--- config.mk ---
export PLATFORM = sky130hd
export DESIGN_NAME = tempsense_ctrl
export DESIGN_NICKNAME = d
export VERILOG_FILES = /design/src/rtl/tempsense_pkg.sv /design/src/rtl/tempsense_sync2.sv /design/src/rtl/tempsense_ctrl.sv
export SDC_FILE = /design/constraint.sdc
export NUM_CORES = 1
export LEC_CHECK = 0
export CORE_MARGIN = 1.5
export CORE_UTILIZATION = 45
export DETAILED_ROUTE_END_ITERATION = 8
export PLACE_DENSITY_LB_ADDON = 0.1
export SYNTH_ARGS = -nofsm -noshare
export SYNTH_HDL_FRONTEND = slang
export SYNTH_SLANG_ARGS = --single-unit
--- constraint.sdc ---
create_clock -name i_clk -period 2.8 [get_ports i_clk]
set_input_delay 0.84 -clock i_clk [delete_from_list [all_inputs] [get_ports i_clk]]
set_output_delay 0.84 -clock i_clk [all_outputs]
set_load 0.03 [all_outputs]
--- src/rtl/tempsense_pkg.sv ---
// rtl/tempsense_pkg.sv - shared state type and constants for the tempsense delay-line sensor controller
package tempsense_pkg;

    typedef enum logic [1:0] {
        IDLE      = 2'd0,
        PRECHARGE = 2'd1,
        MEASURE   = 2'd2,
        DONE      = 2'd3
    } ts_state_t;

    localparam int DEF_DAC_RESOLUTION   = 6;
    localparam int DEF_COUNT_WIDTH      = 12;
    localparam int DEF_PRECHARGE_CYCLES = 4;
    localparam int DEF_AVG_LOG2         = 2;

    // Saturation value of an unsigned counter of the given width (all ones).
    function automatic logic [31:0] sat_value(input int width);
        return (32'd1 << width) - 32'd1;
    endfunction

endpackage

--- src/rtl/tempsense_sync2.sv ---
// rtl/tempsense_sync2.sv - two-flop synchronizer for asynchronous analog-macro outputs, resets to 1
module tempsense_sync2 (
    input  logic i_clk,
    input  logic i_rst_n,
    input  logic i_d,
    output logic o_q
);

    logic meta;

    always_ff @(posedge i_clk or negedge i_rst_n) begin
        if (!i_rst_n) begin
            meta <= 1'b1;
            o_q  <= 1'b1;
        end else begin
            meta <= i_d;
            o_q  <= meta;
        end
    end

endmodule

--- src/rtl/tempsense_ctrl.sv ---
// rtl/tempsense_ctrl.sv - tempsense measurement controller: precharge, count delay, report result
// TEMPSENSE_CTRL_AVG_EN: run 2^AVG_LOG2 conversions per start and report their truncated mean.
module tempsense_ctrl
    import tempsense_pkg::*;
#(
    parameter int DAC_RESOLUTION   = DEF_DAC_RESOLUTION,
    parameter int COUNT_WIDTH      = DEF_COUNT_WIDTH,
    parameter int PRECHARGE_CYCLES = DEF_PRECHARGE_CYCLES
`ifdef TEMPSENSE_CTRL_AVG_EN
    ,
    parameter int AVG_LOG2         = DEF_AVG_LOG2
`endif
) (
    input  logic                      i_clk,
    input  logic                      i_rst_n,
    input  logic                      i_start,
    input  logic [DAC_RESOLUTION-1:0] i_dac_code,
    output logic [DAC_RESOLUTION-1:0] o_dac_data,
    output logic                      o_dac_en,
    output logic                      o_precharge_n,
    input  logic                      i_tempdelay,
    output logic                      o_busy,
    output logic                      o_done,
    output logic [COUNT_WIDTH-1:0]    o_result,
    output logic                      o_timeout
);

    localparam int PC_W = (PRECHARGE_CYCLES > 1) ? $clog2(PRECHARGE_CYCLES) : 1;
    localparam logic [PC_W-1:0] PC_LAST = PC_W'(PRECHARGE_CYCLES - 1);
    localparam logic [COUNT_WIDTH-1:0] CNT_SAT = COUNT_WIDTH'(sat_value(COUNT_WIDTH));

    ts_state_t              state;
    logic [COUNT_WIDTH-1:0] cnt;
    logic [PC_W-1:0]        pc_cnt;
    logic                   td_s;

    tempsense_sync2 u_sync (
        .i_clk   (i_clk),
        .i_rst_n (i_rst_n),
        .i_d     (i_tempdelay),
        .o_q     (td_s)
    );

`ifdef TEMPSENSE_CTRL_AVG_EN
    localparam int ACC_W  = COUNT_WIDTH + AVG_LOG2;
    localparam int CONV_W = (AVG_LOG2 > 0) ? AVG_LOG2 : 1;
    localparam logic [CONV_W-1:0] CONV_LAST = CONV_W'((1 << AVG_LOG2) - 1);

    logic [ACC_W-1:0]  acc;
    logic [ACC_W-1:0]  acc_next;
    logic [CONV_W-1:0] conv_idx;

    assign acc_next = acc + ACC_W'(cnt);
`endif

    always_ff @(posedge i_clk or negedge i_rst_n) begin
        if (!i_rst_n) begin
            state         <= IDLE;
            cnt           <= '0;
            pc_cnt        <= '0;
            o_dac_data    <= '0;
            o_dac_en      <= 1'b0;
            o_precharge_n <= 1'b0;
            o_busy        <= 1'b0;
            o_done        <= 1'b0;
            o_result      <= '0;
            o_timeout     <= 1'b0;
`ifdef TEMPSENSE_CTRL_AVG_EN
            acc           <= '0;
            conv_idx      <= '0;
`endif
        end else begin
            o_done <= 1'b0;
            case (state)
                IDLE: begin
                    o_dac_en      <= 1'b0;
                    o_precharge_n <= 1'b0;
                    if (i_start) begin
                        o_dac_data <= i_dac_code;
                        cnt        <= '0;
                        pc_cnt     <= '0;
                        o_dac_en   <= 1'b1;
                        o_busy     <= 1'b1;
                        state      <= PRECHARGE;
`ifdef TEMPSENSE_CTRL_AVG_EN
                        acc        <= '0;
                        conv_idx   <= '0;
`endif
                    end
                end

                PRECHARGE: begin
                    if (pc_cnt == PC_LAST) begin
                        cnt           <= '0;
                        o_precharge_n <= 1'b1;
                        state         <= MEASURE;
                    end else begin
                        pc_cnt <= pc_cnt + 1'b1;
                    end
                end

                MEASURE: begin
                    // td_s low wins over saturation when both happen in the same cycle.
                    if (!td_s) begin
`ifdef TEMPSENSE_CTRL_AVG_EN
                        if (conv_idx == CONV_LAST) begin
                            o_result      <= acc_next[ACC_W-1:AVG_LOG2];
                            o_timeout     <= 1'b0;
                            o_done        <= 1'b1;
                            o_dac_en      <= 1'b0;
                            o_precharge_n <= 1'b0;
                            state         <= DONE;
                        end else begin
                            acc           <= acc_next;
                            conv_idx      <= conv_idx + 1'b1;
                            pc_cnt        <= '0;
                            o_precharge_n <= 1'b0;
                            state         <= PRECHARGE;
                        end
`else
                        o_result      <= cnt;
                        o_timeout     <= 1'b0;
                        o_done        <= 1'b1;
                        o_dac_en      <= 1'b0;
                        o_precharge_n <= 1'b0;
                        state         <= DONE;
`endif
                    end else if (cnt == CNT_SAT) begin
                        o_result      <= CNT_SAT;
                        o_timeout     <= 1'b1;
                        o_done        <= 1'b1;
                        o_dac_en      <= 1'b0;
                        o_precharge_n <= 1'b0;
                        state         <= DONE;
                    end else begin
                        cnt <= cnt + 1'b1;
                    end
                end

                DONE: begin
                    o_dac_en      <= 1'b0;
                    o_precharge_n <= 1'b0;
                    o_busy        <= 1'b0;
                    state         <= IDLE;
                end

                default: begin
                    state <= IDLE;
                end
            endcase
        end
    end

endmodule

After elaboration in Yosys (flattened, before gate mapping)
Cells that the tools add are included.
- bits in latches: 0
- memory bits (read-only): 0
- register bits: 41
- bits of input ports: 10
- word-level logic and storage cells: 68
- bits in writable memories: 0
- memories: 0
- output and inout port bits: 23
- multipliers: 0
- shift operators: 0
- muxes and demuxes: 28
- bitwise gates (word level): 0
- $lt $le $gt $ge: 0
- div/mod/pow operators: 0
- reduce and logical (&&, ||, !) cells: 14
- $add $sub $neg: 2
- eq/ne operators: 12
- operators with widths (operator ; number):
    two-way mux 12 bit ; 6
    case mux 12 bit (3 select lines) ; 1
    adder 12 x 1 -> 12 bit, second input constant ; 1
    == test 12 bit, second input constant ; 1
    two-way mux 2 bit ; 6
    two-way mux 1 bit ; 10
    != test 2 bit, second input constant ; 5
    AND reduction 2 bit ; 5
    case mux 2 bit (4 select lines) ; 1
    == test 2 bit, second input constant ; 3
    case mux 1 bit (3 select lines) ; 2
    AND reduction 3 bit ; 2
    nonzero test 3 bit ; 2
    AND reduction 5 bit ; 1
    case mux 2 bit (2 select lines) ; 1
    nonzero test 2 bit ; 2
    != test 3 bit, second input constant ; 1
    adder 2 x 1 -> 2 bit, second input constant ; 1
    == test 2 x 1 -> 1 bit, second input constant ; 1
    zero test 2 bit ; 1
    != test 2 x 1 -> 1 bit, second input constant ; 1
    case mux 1 bit (2 select lines) ; 1
    OR reduction 2 bit ; 1

Longest topological paths before layout
Gate-level depths: netlist of run 1.
- depth after elaboration: 4
- gate-level depth with buffers: 8
- mapped depth without buffers: 7

Cells and area by module
Synthesis of run 1 repeated with hierarchy kept, for this count alone.
- cells, all modules: 168
- area total of the unflattened synthesis: 1944.4 µm²
- modules (own cells, without submodules) (module ; cells each ; sequential area each (µm²) ; times used ; area an instance (µm²)):
    tempsense_ctrl ; 166 ; 975.9 ; 1 ; 1891.8
    tempsense_sync2 ; 2 ; 52.6 ; 1 ; 52.6

Worst setup path before layout of run 1
OpenSTA, ideal clock, no wires.
- path kind: input-to-reg
- start: in i_start
- end: reg cnt[9]
- setup time: 0.126 ns
- path slack: 0.828 ns
- arrival: 1.845 ns
- path buffers: 0
- stages: 5
- cells stage by stage: nor2b_1 -> nor4b_4 -> o21ai_4 -> and2_1 -> a311o_1
- longest elaborated chain between the ends: 2
- ends and longest elaborated chain (item ; line ; text):
    start: declaration ; tempsense_ctrl.sv:16 ; input logic i_start,
    != test 2 bit (no source line) ; - ;
    AND reduction 5 bit (no source line) ; - ;
    end signal: assignment ; tempsense_ctrl.sv:136 ; cnt <= cnt + 1'b1;
    end: declaration ; tempsense_ctrl.sv:33 ; logic [COUNT_WIDTH-1:0] cnt;
Every way passes these cells.
A chain may end at the register's enable or synchronous reset.

Final worst setup path of run 1
Ends and elaborated chain as after synthesis.

==> impl_results.html, run 1 <==
<table>
<tr><th>Metric</th><th>Value</th></tr>
<tr><th colspan="2">Route</th></tr>
<tr><td>Remaining design rule violation count</td><td>0</td></tr>
<tr><td>Drt total wl</td><td>~3.8 mm</td></tr>
<tr><td>Total routed wire length on the met1 layer</td><td>approximately 1.8 mm</td></tr>
<tr><td>Top layer reached by signal wires</td><td>met4</td></tr>
<tr><td>Via-per-instance ratio</td><td>5.67</td></tr>
<tr><td>Detailed-router iteration count before antenna repair</td><td>4</td></tr>
<tr><td>Routed wire length on met2</td><td>1.77 mm</td></tr>
<tr><td>Vias</td><td>1458</td></tr>
<tr><td>Met3 WL</td><td>160 um</td></tr>
<tr><td>Starting DRT DRC Count</td><td>62</td></tr>
<tr><td>Mean routed wirelength per cell</td><td>14.8 um</td></tr>
<tr><td>Number of antenna-violating nets in the routed design</td><td>0</td></tr>
<tr><th colspan="2">Synthesis</th></tr>
<tr><td>Cell area after synthesis</td><td>1950 um^2</td></tr>
<tr><td>FFs w/ async S/R, synth</td><td>100%</td></tr>
<tr><td>Synth Flop Type</td><td>dfrtp_1</td></tr>
<tr><td>Flip-flop and latch count after synthesis</td><td>41</td></tr>
<tr><td>Number of enable-type register cells in the synthesized netlist</td><td>0</td></tr>
<tr><td>Number of synthesis warnings</td><td>0</td></tr>
<tr><td>Sequential fraction of the synthesis area</td><td>about 53%</td></tr>
<tr><td>Number of standard cells after synthesis</td><td>between 150 and 200</td></tr>
<tr><td>Distinct cells, synth</td><td>47</td></tr>
<tr><td>Syn Area/Cell</td><td>11.7 um^2</td></tr>
<tr><td>Synthesized net count</td><td>around 190</td></tr>
<tr><th colspan="2">Power</th></tr>
<tr><td>Sequential Power Share</td><td>31.2%</td></tr>
<tr><td>Worst ir drop on vdd</td><td>0.655 mV</td></tr>
<tr><td>Power Dens Cells</td><td>1200 nW/um^2</td></tr>
<tr><td>Share of total power consumed by net switching</td><td>38.6%</td></tr>
<tr><td>Overall power consumption</td><td>between 2000 and 3000 uW</td></tr>
<tr><td>Part of the power in combinational logic</td><td>50.1%</td></tr>
<tr><td>Leakage dissipation</td><td>approximately 0.0011 uW</td></tr>
<tr><td>Sw power</td><td>around 1100 uW</td></tr>
<tr><td>Fraction of power consumed by the clock network</td><td>around a fifth</td></tr>
<tr><td>Cell-internal power</td><td>between 1500 and 2000 uW</td></tr>
<tr><th colspan="2">Setup path</th></tr>
<tr><td>Delay of the slowest cell on the worst path</td><td>0.53 ns</td></tr>
<tr><td>Data arrival, critical path</td><td>between 2 and 3 ns</td></tr>
<tr><td>Type of destination of the critical path</td><td>flop</td></tr>
<tr><td>Path type of the worst setup path</td><td>input port to flop</td></tr>
<tr><td>Launching element type of the critical path</td><td>input port</td></tr>
<tr><td>Peak fanout along the critical path</td><td>11</td></tr>
<tr><td>WP data required</td><td>3.03 ns</td></tr>
<tr><td>Ordered cell list for the critical path</td><td>clkdlybuf4s50_1 &gt; nor2b_1 &gt; nor4b_4 &gt; o21ai_4 &gt; buf_4 &gt; nor4_1 &gt; a311o_1</td></tr>
<tr><td>Cell at the slowest stage of the critical path</td><td>clkdlybuf4s50_1</td></tr>
<tr><th colspan="2">GRT</th></tr>
<tr><td>Global-route total usage across every layer</td><td>18.0%</td></tr>
<tr><td>Via count of the first global-routing pass</td><td>between 1000 and 1500</td></tr>
<tr><td>Pin count of the biggest net entering global routing</td><td>42</td></tr>
<tr><td>Wire length of the first global-routing pass</td><td>6.18 mm</td></tr>
<tr><td>Overall overflow remaining after global route</td><td>0</td></tr>
<tr><td>Antenna violations before repair</td><td>0</td></tr>
<tr><th colspan="2">Floorplanning</th></tr>
<tr><td>Number of rows in the core area</td><td>23</td></tr>
<tr><td>Die footprint</td><td>4740 um^2</td></tr>
<tr><td>IO Pins</td><td>33</td></tr>
<tr><td>Die boundary width</td><td>approximately 69 um</td></tr>
<tr><td>Vertical die dimension</td><td>68.8 um</td></tr>
<tr><td>Area of the placeable core</td><td>4090 um^2</td></tr>
<tr><td>Starting Density</td><td>approximately 48%</td></tr>
<tr><th colspan="2">STA</th></tr>
<tr><td>Final setup violation count</td><td>0</td></tr>
<tr><td>Worst hold slack</td><td>0.366 ns</td></tr>
<tr><td>Minimum clock period</td><td>2.32 ns</td></tr>
<tr><td>Fin. Hold Viols</td><td>0</td></tr>
<tr><td>Setup repair after global routing missed its margin</td><td>no</td></tr>
<tr><td>Highest attainable clock frequency</td><td>430 MHz</td></tr>
<tr><td>Final clock period utilization by the worst path</td><td>83.0%</td></tr>
<tr><td>Final TNS setup</td><td>0 ns</td></tr>
<tr><td>Worst Max-Slew Pin Slew</td><td>~0.89 ns</td></tr>
<tr><td>Worst setup margin</td><td>0.476 ns</td></tr>
<tr><td>Worst Skew</td><td>0.00850 ns</td></tr>
<tr><td>Slew margin rel.</td><td>40.5%</td></tr>
<tr><td>Number of slew-limit violations in the final report</td><td>0</td></tr>
<tr><th colspan="2">Final layout</th></tr>
<tr><td>Number of inserted filler cells in the final layout</td><td>340</td></tr>
<tr><td>Layout area overhead</td><td>26.2%</td></tr>
<tr><td>Share of final-layout standard cells stronger than drive strength 1</td><td>16.4%</td></tr>
<tr><td>ANT cells</td><td>0</td></tr>
<tr><td>Core Util, Final</td><td>approximately three fifths</td></tr>
<tr><td>NumNets Final</td><td>around 220</td></tr>
<tr><th colspan="2">Clock tree</th></tr>
<tr><td>Total CTS buffers</td><td>5</td></tr>
<tr><td>Insertion delay of the later-clocked pin in the worst-skew pair</td><td>0.29 ns</td></tr>
<tr><td>TritonCTS sink count</td><td>41</td></tr>
<tr><td>Post-cts resize count</td><td>0</td></tr>
<tr><td>CTS Hold Buffers Added</td><td>0</td></tr>
<tr><td>Clock slew seen by the registers of the worst setup and hold paths</td><td>0.08 ns</td></tr>
<tr><td>Buffers inserted during post-CTS setup optimization</td><td>0</td></tr>
<tr><td>TritonCTS clock tree</td><td>yes</td></tr>
<tr><td>H-Tree Level Count</td><td>2</td></tr>
<tr><td>Deepest clock path buffer count</td><td>2</td></tr>
<tr><td>CTS Root Cell</td><td>clkbuf_8</td></tr>
<tr><th colspan="2">Placed design</th></tr>
<tr><td>Half-perimeter wire length after placement</td><td>2.67 mm</td></tr>
<tr><td>Number of port buffers</td><td>32</td></tr>
<tr><td>Placement Setup Slack</td><td>0.204 ns</td></tr>
<tr><td>Global placer's final weighted congestion</td><td>0.805</td></tr>
<tr><th colspan="2">Flow run</th></tr>
<tr><td>Maximum capacitance violations</td><td>0</td></tr>
<tr><th colspan="2">Worst hold path</th></tr>
<tr><td>Class of the tightest hold or removal check</td><td>flop to flop</td></tr>
<tr><th colspan="2">Outcome</th></tr>
<tr><td>Run status</td><td>finished clean</td></tr>
</table>
==> power by group through the flow <==
stage | sequential [uW] | combinational (uW) | clock (uW)
final | 923 | 1480 | 553
after floorplan | 1240 | 684 | 0
after detailed placement | 934 | 1480 | 0
after global routing | 956 | 1620 | 589
after CTS | 924 | 1490 | 565
after global placement | 923 | 1460 | 0
==> stage by stage <==
stage          area, um^2  instances
6_report             2460        257
5_1_grt              2460        257
4_1_cts              2460        257
3_5_place_dp         2330        249
3_3_place_gp         2330        249
2_1_floorplan        1950        167
==> worst paths after layout <==
kind | from | endpoint | slack, ns | cells past startpoint
worst max-delay path | i_start | cnt[9] | 0.48 | 7
worst min-delay path | u_sync.meta | u_sync.o_q | 0.37 | 0
worst max register to register | state[0] | cnt[0] | 0.60 | 7
worst min register to register | u_sync.meta | u_sync.o_q | 0.37 | 0
max in group asynchronous | i_rst_n | cnt[2] | 1.57 | 1
min in group asynchronous | i_rst_n | o_result[6] | 0.67 | 1
==> placed cells by master, fill, tap and decap left out, types with 2 or more instances in the layout <==
cell type and n:
nand2_1 13, nor4_1 3, clkbuf_8 5, nand3_1 8, inv_1 6, bufinv_16 2
clkdlybuf4s50_1 31, a21oi_1 3, a31oi_1 2, nor2b_1 3, buf_4 4, o22a_1 12
mux2_1 2, dfrtp_1 39, o31ai_1 3, dfstp_2 2, or2_2 2, o21ai_0 14
mux2i_1 2, nor2_1 6, and2_1 2, ha_1 8, a22o_1 2, mux2_2 6
==> layout make-up <==
cell class / count / area [um^2] / share of cell area [%]
flip-flops and latches: 41 / 1030 / 41.8
multi-input cells: 115 / 866 / 35.2
repair buffers: 36 / 345 / 14.0
clock buffers: 5 / 68.8 / 2.79
clock inverters: 3 / 65.1 / 2.64
well taps: 50 / 62.6 / 2.54
inverters: 7 / 26.3 / 1.07
==> flip-flops by register name, indices dropped and copies added (netlist names) <==
name           count
o_result          12
pc_cnt             2
state              2
o_precharge_n      1
o_timeout          1
u_sync.o_q         1
o_dac_en           1
o_done             1
o_dac_data         6
o_busy             1
u_sync.meta        1
cnt               12
==> Yosys cell counts (6+ instances only) <==
| cell | count | area share [%] |
|---|---|---|
| ha_1 | 8 | 5.1 |
| nand3_1 | 8 | 2.1 |
| nor2_1 | 6 | 1.2 |
| o21ai_0 | 14 | 3.6 |
| inv_1 | 6 | 1.2 |
| nand2_1 | 13 | 2.5 |
| o22a_1 | 12 | 5.4 |
| mux2_2 | 6 | 3.5 |
| dfrtp_1 | 39 | 50 |
==> layer usage <==
metal	global-route usage (%)	vias up
met5	0	-
met4	8.33	0
met3	5.36	4
met2	27.6	38
met1	23.5	723
li1	-	693
==> logic make-up (layout without fill, tap and decap cells) <==
logic type	after synthesis	after routing	synth area share [%]
AND/OR/NAND/NOR	51	51	15.6
AO/OA/AOI/OAI	46	46	18.0
flip-flops	41	41	52.7
buffers and inverters	11	51	2.89
multiplexers	10	10	5.64
adder cells (fa/ha/maj)	8	8	5.13
==> worst max-delay path, delay by kind of cell <==
family,cells,cell delay [ns]
AO/OA/AOI/OAI,2,0.27
AND/OR/NAND/NOR,3,0.73
buffers and inverters,2,0.71
Note: power is estimated with default switching activity, not from simulation.
==> inputs of run 2 (changes only) <==
Clock period 2.8 ns to 2.3 ns, I/O delays scaled along.
==> impl_results.html, run 2 (synthesis results as in run 1) <==
<table>
<tr><th>Metric</th><th>Value</th></tr>
<tr><th colspan="2">Placed design</th></tr>
<tr><td>Number of port buffers</td><td>32 (unchanged)</td></tr>
<tr><td>Instance area at placement</td><td>2390 um^2 (+2.5%)</td></tr>
<tr><td>Half-perimeter wire length after placement</td><td>2.93 mm (+9.7%)</td></tr>
<tr><td>Global placer's final weighted congestion</td><td>0.809 (+0.51%)</td></tr>
<tr><td>Number of placed instances with taps included</td><td>255 (+2.4%)</td></tr>
<tr><th colspan="2">STA</th></tr>
<tr><td>Final setup violation count</td><td>0 (unchanged)</td></tr>
<tr><td>Worst Max-Slew Pin Slew</td><td>0.493 ns (-0.399 ns)</td></tr>
<tr><td>Setup repair after global routing missed its margin</td><td>no</td></tr>
<tr><td>Number of slew-limit violations in the final report</td><td>0 (unchanged)</td></tr>
<tr><td>Worst Skew</td><td>0.00890 ns (+0.000398 ns)</td></tr>
<tr><td>Final TNS setup</td><td>0 ns (unchanged)</td></tr>
<tr><td>Highest attainable clock frequency</td><td>between 400 and 500 MHz</td></tr>
<tr><td>Fin. Hold Viols</td><td>0 (unchanged)</td></tr>
<tr><td>Slew margin rel.</td><td>67.1% (+27 points)</td></tr>
<tr><td>Final clock period utilization by the worst path</td><td>91.7%</td></tr>
<tr><td>Minimum clock period</td><td>2.11 ns</td></tr>
<tr><th colspan="2">GRT</th></tr>
<tr><td>Overall overflow remaining after global route</td><td>0 (unchanged)</td></tr>
<tr><td>Via count of the first global-routing pass</td><td>1356 (+1.1%)</td></tr>
<tr><td>Global-route total usage across every layer</td><td>18.8% (+0.78 points)</td></tr>
<tr><td>Wire length of the first global-routing pass</td><td>6.46 mm (+4.6%)</td></tr>
<tr><td>Pin count of the biggest net entering global routing</td><td>23 (-45%)</td></tr>
<tr><td>Antenna violations before repair</td><td>0 (unchanged)</td></tr>
<tr><th colspan="2">Setup path</th></tr>
<tr><td>Path type of the worst setup path</td><td>flop to flop</td></tr>
<tr><td>Reg-to-reg critical path endpoint</td><td>cnt[2]</td></tr>
<tr><td>Cell at the slowest stage of the critical path</td><td>dfrtp_1</td></tr>
<tr><td>Launch point of the worst reg-to-reg path</td><td>state[1]</td></tr>
<tr><td>Worst r2r path cells</td><td>8 (+1)</td></tr>
<tr><td>Launching element type of the critical path</td><td>flop</td></tr>
<tr><td>Peak fanout along the critical path</td><td>8 (-3)</td></tr>
<tr><td>Data arrival, critical path</td><td>2.27 ns (-0.29 ns)</td></tr>
<tr><td>Ordered cell list for the critical path</td><td>inv_1 &gt; ha_1 &gt; nor2b_1 &gt; nor4b_4 &gt; o21ai_4 &gt; buf_4 &gt; o21ai_0 &gt; o21ai_0</td></tr>
<tr><td>Type of destination of the critical path</td><td>flop</td></tr>
<tr><td>Delay of the slowest cell on the worst path</td><td>0.39 ns (-0.14 ns)</td></tr>
<tr><td>Crit path top cell by count</td><td>o21ai_0</td></tr>
<tr><td>Reg2reg setup slack</td><td>0.19 ns (-0.41 ns)</td></tr>
<tr><td>WP data required</td><td>2.46 ns (-0.57 ns)</td></tr>
<tr><th colspan="2">Final layout</th></tr>
<tr><td>Registers with the most flip-flops</td><td>cnt x12, o_result x12, o_dac_data x6</td></tr>
<tr><td>Layout area overhead</td><td>28.5%</td></tr>
<tr><td>Design area</td><td>2510 um^2 (+1.8%)</td></tr>
<tr><td>Share of final-layout standard cells stronger than drive strength 1</td><td>18.8% (+2.4 points)</td></tr>
<tr><td>Core Util, Final</td><td>61.3% (+1.1 points)</td></tr>
<tr><td>ANT cells</td><td>0 (unchanged)</td></tr>
<tr><td>Non-filler cells, final</td><td>263 (+2.3%)</td></tr>
<tr><td>Most common library cell in the layout ignoring fill and taps</td><td>dfrtp_1</td></tr>
<tr><td>NumNets Final</td><td>230 (+2.7%)</td></tr>
<tr><td>Commonest non-fill, non-tap cells in the layout</td><td>39 x dfrtp_1, 31 x clkdlybuf4s50_1, 14 x o21ai_0</td></tr>
<tr><th colspan="2">Floorplanning</th></tr>
<tr><td>Die boundary width</td><td>68.8 um (unchanged)</td></tr>
<tr><td>Vertical die dimension</td><td>68.8 um (unchanged)</td></tr>
<tr><td>Number of rows in the core area</td><td>23 (unchanged)</td></tr>
<tr><td>Die footprint</td><td>4740 um^2 (unchanged)</td></tr>
<tr><td>Area of the placeable core</td><td>4090 um^2 (unchanged)</td></tr>
<tr><td>IO Pins</td><td>33 (unchanged)</td></tr>
<tr><td>Starting Density</td><td>47.7% (unchanged)</td></tr>
<tr><th colspan="2">Clock tree</th></tr>
<tr><td>CTS Hold Buffers Added</td><td>0 (unchanged)</td></tr>
<tr><td>Buffers inserted during post-CTS setup optimization</td><td>0 (unchanged)</td></tr>
<tr><td>Post-cts resize count</td><td>0 (unchanged)</td></tr>
<tr><td>TritonCTS clock tree</td><td>yes</td></tr>
<tr><td>Deepest clock path buffer count</td><td>2 (unchanged)</td></tr>
<tr><td>Clock slew seen by the registers of the worst setup and hold paths</td><td>0.08 ns (about the same)</td></tr>
<tr><td>CTS Root Cell</td><td>clkbuf_8</td></tr>
<tr><td>TritonCTS sink count</td><td>41 (unchanged)</td></tr>
<tr><td>H-Tree Level Count</td><td>2 (unchanged)</td></tr>
<tr><td>Total CTS buffers</td><td>5 (unchanged)</td></tr>
<tr><td>Insertion delay of the later-clocked pin in the worst-skew pair</td><td>0.29 ns (about the same)</td></tr>
<tr><th colspan="2">Route</th></tr>
<tr><td>Starting DRT DRC Count</td><td>64 (+3.2%)</td></tr>
<tr><td>Vias</td><td>1462 (+0.27%)</td></tr>
<tr><td>Remaining design rule violation count</td><td>0 (unchanged)</td></tr>
<tr><td>Via-per-instance ratio</td><td>5.56 (-2.0%)</td></tr>
<tr><td>Detailed-router iteration count before antenna repair</td><td>4 (unchanged)</td></tr>
<tr><td>Number of antenna-violating nets in the routed design</td><td>0 (unchanged)</td></tr>
<tr><td>Mean routed wirelength per cell</td><td>15.3 um (+3.4%)</td></tr>
<tr><td>Drt total wl</td><td>4.02 mm (+5.8%)</td></tr>
<tr><th colspan="2">Worst hold path</th></tr>
<tr><td>Class of the tightest hold or removal check</td><td>input port to async pin</td></tr>
<tr><th colspan="2">Power</th></tr>
<tr><td>Worst ir drop on vdd</td><td>0.626 mV (-4.4%)</td></tr>
<tr><td>Power Dens Cells</td><td>1440 nW/um^2 (+20%)</td></tr>
<tr><td>Overall power consumption</td><td>3610 uW (+22%)</td></tr>
<tr><td>Leakage dissipation</td><td>0.00108 uW (+2.2%)</td></tr>
<tr><th colspan="2">Flow run</th></tr>
<tr><td>Maximum capacitance violations</td><td>0 (unchanged)</td></tr>
<tr><th colspan="2">Outcome</th></tr>
<tr><td>Run status</td><td>finished clean</td></tr>
</table>
==> run 2: cell types whose count changed in the layout (fill, tap and decap cells not counted), sizes merged <==
cell      previous run  this run
buf                  5        11
bufinv               2         1
clkbuf               5         6
clkinv               1         0
clkinvlp             0         1
==> run 2: worst max path at each step <==
| stage | from | end | slack (ns) | depth (start not counted) |
|---|---|---|---|---|
| after floorplan | state[1] | cnt[9] | 0.34 | 7 |
| after global placement | i_start | cnt[9] | 0.001 | 6 |
| after detailed placement | i_start | cnt[9] | -0.06 | 6 |
| after CTS | state[1] | cnt[2] | 0.18 | 8 |
| after global routing | state[1] | cnt[2] | 0.06 | 8 |
| final | state[1] | cnt[2] | 0.19 | 8 |
==> run 2: worst max-delay path, delay by kind of cell, from the launching register on <==
| kind | cells | cell delay (ns) |
|---|---|---|
| buffers and inverters | 2 | 0.28 |
| AOI/OAI and AO/OA | 3 | 0.46 |
| and+or+nand+nor | 2 | 0.59 |
| DFF | 1 | 0.39 |
| adders and majority gates | 1 | 0.26 |
==> run 2: stage by stage <==
step | hold WS (ns) | worst slack [ns]
floorplan | 0.345 | 0.343
global placement | 0.346 | 0.00111
detailed placement | 0.348 | -0.0596
CTS | 0.360 | 0.175
global route | 0.368 | 0.0642
finish | 0.351 | 0.190
==> run 2: power breakdown <==
| group | switching, uW | leakage (uW) | internal (uW) |
|---|---|---|---|
| combinational | 1020 | 0.000506 | 862 |
| sequential | 155 | 0.000515 | 972 |
| clock | 247 | 0.0000574 | 353 |
| total | 1420 | 0.00108 | 2190 |
==> run 2: cell type report <==
| type | instances | area, um^2 |
|---|---|---|
| fillers | 343 | 1580 |
| well taps | 50 | 62.6 |
| multi-input cells | 115 | 866 |
| repair buffers | 42 | 403 |
| clock buffers | 6 | 82.6 |
| clock inverters | 2 | 37.5 |
| flip-flops and latches | 41 | 1030 |
| inverters | 7 | 26.3 |
==> run 2: routing by layer <==
layer / wire length (um) / up-vias / GRT usage, % / share of wire [%]
met3: 196 / 7 / 4.87 / 4.9
li1: - / 712 / - / -
met5: 0 / - / 0 / 0
met4: 69 / 0 / 7.35 / 1.7
met1: 1860 / 688 / 25.5 / 46
met2: 1890 / 55 / 28.8 / 47
